$ cat src/rtl/uart_pkg.sv
// Shared UART definitions: receiver state encoding, LCR word-length decode
// and the parity rule used by both transmit and receive paths.
package uart_pkg;

  typedef enum logic [2:0] {
    IDLE,
    START,
    DATA,
    PARITY,
    STOP,
    BRK_WAIT
  } rx_state_t;

  localparam logic [1:0] WLS_5 = 2'b00;
  localparam logic [1:0] WLS_6 = 2'b01;
  localparam logic [1:0] WLS_7 = 2'b10;
  localparam logic [1:0] WLS_8 = 2'b11;

  function automatic logic [3:0] wls_to_len(input logic [1:0] wls);
    case (wls)
      WLS_5:   return 4'd5;
      WLS_6:   return 4'd6;
      WLS_7:   return 4'd7;
      WLS_8:   return 4'd8;
      default: return 4'd8;
    endcase
  endfunction

  // Unused data bits must be zero so the reduction covers only the real word.
  function automatic logic parity_expected(input logic [7:0] data, input logic eps,
                                           input logic sp);
    if (sp) return ~eps;
    return eps ? ^data : ~^data;
  endfunction

endpackage

$ cat src/rtl/uart_sync.sv
// Multi-flop synchronizer for asynchronous inputs; flops reset to RST_VAL so an
// idle-high line does not look like an edge when reset is released.
module uart_sync #(
  parameter int   STAGES  = 2,
  parameter logic RST_VAL = 1'b1
) (
  input  logic clk,
  input  logic rst,
  input  logic d,
  output logic q
);

  logic [STAGES-1:0] chain;

  always_ff @(posedge clk) begin
    if (rst) chain <= {STAGES{RST_VAL}};
    else     chain <= {chain[STAGES-2:0], d};
  end

  assign q = chain[STAGES-1];

endmodule

$ cat src/rtl/uart_rx_deser.sv
// UART receive deserializer: mid-bit sampling on the oversampled baud tick,
// parity / framing / break detection and a one-cycle push per character.
//
// state    | meaning
// IDLE     | line idle, waiting for a low level on rxs
// START    | timing to the middle of the start bit to reject glitches
// DATA     | sampling data bits LSB first
// PARITY   | sampling the parity bit
// STOP     | sampling the first stop bit, push issued here
// BRK_WAIT | break reported, waiting for the line to return high
module uart_rx_deser
  import uart_pkg::*;
#(
  parameter int SYNC_STAGES = 2,
  parameter int OVERSAMPLE  = 16
) (
  input  logic       clk,
  input  logic       rst,
  input  logic       baud_tick,
  input  logic       rx,
  input  logic [1:0] wls,
  input  logic       pen,
  input  logic       eps,
  input  logic       sp,
  output logic [7:0] rx_data,
  output logic       rx_push,
  output logic       pe,
  output logic       fe,
  output logic       bi
);

  localparam int CNT_W = $clog2(OVERSAMPLE);
  localparam logic [CNT_W-1:0] HALF = CNT_W'(OVERSAMPLE / 2 - 1);
  localparam logic [CNT_W-1:0] LAST = CNT_W'(OVERSAMPLE - 1);

  rx_state_t        state, state_nxt;
  logic             rxs;
  logic [CNT_W-1:0] cnt;
  logic [2:0]       bcnt;
  logic [7:0]       shreg;
  logic             par_bit;
  logic [1:0]       frm_wls;
  logic             frm_pen, frm_eps, frm_sp;
  logic             start_frame, smp_start, smp_bit, smp_par, smp_stop;
  logic             last_bit, brk_now;

  uart_sync #(
    .STAGES (SYNC_STAGES),
    .RST_VAL(1'b1)
  ) u_sync (
    .clk(clk),
    .rst(rst),
    .d  (rx),
    .q  (rxs)
  );

  assign last_bit = ({1'b0, bcnt} == (wls_to_len(frm_wls) - 4'd1));
  assign brk_now  = (shreg == 8'h00) && (!frm_pen || !par_bit) && !rxs;

  always_ff @(posedge clk) begin
    if (rst) state <= IDLE;
    else     state <= state_nxt;
  end

  always_comb begin
    state_nxt = state;
    case (state)
      IDLE:     if (start_frame) state_nxt = START;
      START:    if (smp_start) state_nxt = rxs ? IDLE : DATA;
      DATA:     if (smp_bit && last_bit) state_nxt = frm_pen ? PARITY : STOP;
      PARITY:   if (smp_par) state_nxt = STOP;
      STOP:     if (smp_stop) state_nxt = brk_now ? BRK_WAIT : IDLE;
      BRK_WAIT: if (rxs) state_nxt = IDLE;
      default:  state_nxt = IDLE;
    endcase
  end

  always_comb begin
    start_frame = 1'b0;
    smp_start   = 1'b0;
    smp_bit     = 1'b0;
    smp_par     = 1'b0;
    smp_stop    = 1'b0;
    case (state)
      IDLE:    start_frame = !rxs;
      START:   smp_start   = baud_tick && (cnt == HALF);
      DATA:    smp_bit     = baud_tick && (cnt == LAST);
      PARITY:  smp_par     = baud_tick && (cnt == LAST);
      STOP:    smp_stop    = baud_tick && (cnt == LAST);
      default: ;
    endcase
  end

  // LCR fields are frozen per character so a mid-frame rewrite cannot corrupt it.
  always_ff @(posedge clk) begin
    if (rst) begin
      cnt     <= '0;
      bcnt    <= '0;
      shreg   <= '0;
      par_bit <= 1'b0;
      frm_wls <= '0;
      frm_pen <= 1'b0;
      frm_eps <= 1'b0;
      frm_sp  <= 1'b0;
      rx_data <= '0;
      rx_push <= 1'b0;
      pe      <= 1'b0;
      fe      <= 1'b0;
      bi      <= 1'b0;
    end else begin
      rx_push <= smp_stop;
      if (start_frame) begin
        cnt     <= '0;
        shreg   <= '0;
        par_bit <= 1'b0;
        frm_wls <= wls;
        frm_pen <= pen;
        frm_eps <= eps;
        frm_sp  <= sp;
      end else if (state == IDLE || state == BRK_WAIT) begin
        cnt <= '0;
      end else if (baud_tick) begin
        cnt <= (smp_start || smp_bit || smp_par || smp_stop) ? '0 : cnt + 1'b1;
      end
      if (smp_start) bcnt <= '0;
      if (smp_bit) begin
        shreg[bcnt] <= rxs;
        bcnt        <= bcnt + 3'd1;
      end
      if (smp_par) par_bit <= rxs;
      if (smp_stop) begin
        rx_data <= shreg;
        pe      <= frm_pen && (par_bit != parity_expected(shreg, frm_eps, frm_sp));
        fe      <= !rxs;
        bi      <= brk_now;
      end
    end
  end

endmodule

$ cat config.mk
export PLATFORM = sky130hd
export DESIGN_NAME = uart_rx_deser
export DESIGN_NICKNAME = d
export VERILOG_FILES = /design/src/rtl/uart_pkg.sv /design/src/rtl/uart_sync.sv /design/src/rtl/uart_rx_deser.sv
export SDC_FILE = /design/constraint.sdc
export NUM_CORES = 1
export LEC_CHECK = 0
export ABC_AREA = 1
export ABC_CLOCK_PERIOD_IN_PS = 2500
export CAP_MARGIN = 20
export CORE_MARGIN = 4
export CORE_UTILIZATION = 45
export CTS_CLUSTER_SIZE = 12
export DETAILED_ROUTE_END_ITERATION = 8
export PLACE_DENSITY = 0.66
export SYNTH_ARGS = -nofsm -noshare
export SYNTH_HDL_FRONTEND = slang
export SYNTH_SLANG_ARGS = --single-unit
$ cat constraint.sdc
create_clock -name clk -period 2.5 [get_ports clk]
set_input_delay 0.375 -clock clk [delete_from_list [all_inputs] [get_ports clk]]
set_output_delay 0.375 -clock clk [all_outputs]
set_load 0.02 [all_outputs]
==> results.yml <==
run_status:
  run_status: "finished clean"
yosys:
  yosys_register_bits: 38
  syn_area_cell_um2: 7.089
  synth.cell_area_mm2: 0.001843
  yosys.cell_types.count: 28
  yosys_warnings: 0
  synth_sequential_area_ratio_pct: 41.28
  synthCells: 260
  syn-num-nets: 275
global_routing:
  grtUsageTotal_pct: 16.67
  globalRoute.totalOverflow: 0
  grt_antenna_before_repair: 0
  number_of_global_route_vias_before_repair: 1515
  grt_start_max_net_pins: 20
  grt_first_pass_wirelength_um: 6934
place:
  place.gp.congestion: 0.8709
  port_buffers: 20
  dp_hpwl_um: 2938
  place_area_mm2: 0.002095
clock_network:
  cts_hold_repair.buffers: 0
  cts_tree: "done"
  postCtsResizedCells: 0
  cts_made_buffers: 5
  clkTransAtPathRegs_ns: 0.08
  clock_latency_ns: 0.29
  number_of_post_cts_setup_repair_buffers: 0
  cts-htree-levels: 2
  cts_root_buffer: "clkbuf_8"
  cts_buffer_depth: 2
  clock_sinks: 38
die:
  fp.dieW_um: 72.00
  floorplan.initialDensity_pct: 48.52
  core_region_area_mm2: 0.003799
  die-area_mm2: 0.005183
  floorplan.rows: 22
  ioPinCount: 21
  fp.dieH_um: 72.00
timing:
  totalNegativeSetupSlack_ns: 0
  skew_ns: 0.004114
  rsz0062_at_grt: "no"
  timing_max_transition_violations_final: 0
  layout_min_cycle_time_ns: 1.763
  timing_hold_violations_final: 0
  total_of_endpoints_with_negative_setup_slack_in_the_final_report: 0
  tightestPinTransition_ns: 0.4469
  max_clock_freq_mhz: 567.1
  min_period_over_period_pct: 70.53
  max_slew_margin_pct: 70.17
power_and_ir_drop:
  irDropWorstVdd_mv: 0.3514
  power_leakage_uw: 0.0009293
  cellPowerDensity_mw_per_mm2: 695.7
worst_setup_path:
  critPathRequiredTime_ns: 2.68
  cp_max_fo: 7
  worstPathArrival_ns: 1.95
  cp-end-kind: "register"
  crit_path_start_kind: "input port"
  critPathKind: "in2reg"
routing:
  drt_wl_total_um: 3878
  antenna_violating_nets_post_route: 0
  via_per_inst: 4.850
  dr.pass1.iters: 4
  drt_iter0_markers: 105
  wl_per_cell_um: 11.65
  dr_total_vias: 1615
  route.detailed.drc: 0
layout:
  final_cell_mix: "nand2_1 (64), dfxtp_1 (38), inv_1 (35)"
  multiInputGateArea_um2: 910.9
  area_delta_synth_final_pct: 19.55
  layout-drive-gt1-share_pct: 7.719
  register_area_um2: 760.7
  mostFrequentLayoutCell: "nand2_1"
  nFillCells: 368
  finish.instance_area_mm2: 0.002203
  final_nets: 299
  diodes: 0
flow_run:
  cap_viol_max_count: 0
min_path:
  min-delay-path-class: "reg2reg"
-- cells in the mapped netlist (all sizes together) --
| master | n | area (um^2) |
|---|---|---|
| clkinv | 1 | 5.000 |
| nor3 | 1 | 5.000 |
| and3 | 1 | 6.260 |
| nor2 | 22 | 107.6 |
| inv | 36 | 135.1 |
| xnor2 | 1 | 8.760 |
| buf | 2 | 16.26 |
| nand2 | 67 | 269.0 |
| a21oi | 29 | 145.1 |
| o21ai | 22 | 110.1 |
| xor2 | 3 | 26.28 |
| o21a | 1 | 7.510 |
| nand3b | 1 | 7.510 |
| or2 | 2 | 12.51 |
| clkbuf | 4 | 15.01 |
| ha | 6 | 75.07 |
| nand3 | 13 | 65.06 |
| o22ai | 3 | 18.77 |
| nor4 | 1 | 6.260 |
| nand4 | 4 | 25.02 |
| o211ai | 2 | 15.01 |
| dfxtp | 38 | 760.7 |
-- flip-flops by register name (all words and copies together) (netlist names) --
name,flops
bcnt,3
bi,1
cnt,4
fe,1
frm_eps,1
frm_pen,1
frm_sp,1
frm_wls,2
par_bit,1
pe,1
rx_data,8
rx_push,1
shreg,8
state,3
u_sync.chain,2
-- report_power, final --
group,internal [uW],total [uW],switching (uW)
Combinational,121,344,224
Sequential,643,677,33.2
Clock,294,512,218
-- worst max-delay path: stages --
cell and delay (ns):
clkdlybuf4s50_1 0.60, nand2_2 0.11, nor2_1 0.14, nand2_1 0.09, o21ai_0 0.30, nor2_1 0.13
a21oi_1 0.15, nor2_1 0.05
-- cell families after synthesis --
family | after synthesis | synth area share [%]
compound gates | 57 | 16.09
buf+inv | 43 | 9.300
fa+ha+maj | 6 | 4.073
simple gates | 112 | 27.36
flops | 38 | 41.28
xor+xnor | 4 | 1.901
-- per-layer routing --
metal,routed length [um],part of all wire (%),track usage [%],vias to the layer above
met5,0,0,0,-
met1,2062,53,24.19,696
met2,1607,41,24.59,34
met4,22,0.57,4.384,0
met3,186,4.8,4.155,2
li1,-,-,-,883
-- area by class of cell --
| cell class | count | area share [%] |
|---|---|---|
| inverter | 37 | 6.360 |
| sequential | 38 | 34.53 |
| tap | 48 | 2.726 |
| clock buffer | 5 | 3.123 |
| timing repair buffer | 23 | 10.11 |
| clock inverter | 3 | 1.817 |
| multi-input combinational | 179 | 41.34 |
-- path summary, 6_finish.rpt --
path / endpoint / cells after the start / startpoint / slack, ns
max reg2reg: cnt[0]$_SDFFE_PP0P_ / 8 / cnt[0]$_SDFFE_PP0P_ / 0.86
min reg2reg: u_sync.chain[1]$_SDFF_PP1_ / 1 / u_sync.chain[0]$_SDFF_PP1_ / 0.42
min: u_sync.chain[1]$_SDFF_PP1_ / 1 / u_sync.chain[0]$_SDFF_PP1_ / 0.42
max: cnt[0]$_SDFFE_PP0P_ / 8 / baud_tick / 0.74
-- stage by stage --
step	setup slack, ns	total power (uW)	util, %	std cells	hold WS [ns]
6_report	0.7367	1533	58.00	333	0.4184
5_1_grt	0.5283	1625	58.00	333	0.4495
4_1_cts	0.7493	1547	58.00	333	0.4228
3_5_place_dp	0.4600	1033	55.14	325	0.4101
3_3_place_gp	0.4999	1035	55.14	325	0.3995
2_1_floorplan	1.125	947.3	-	260	0.3895
(Power assumes the default switching activity.)
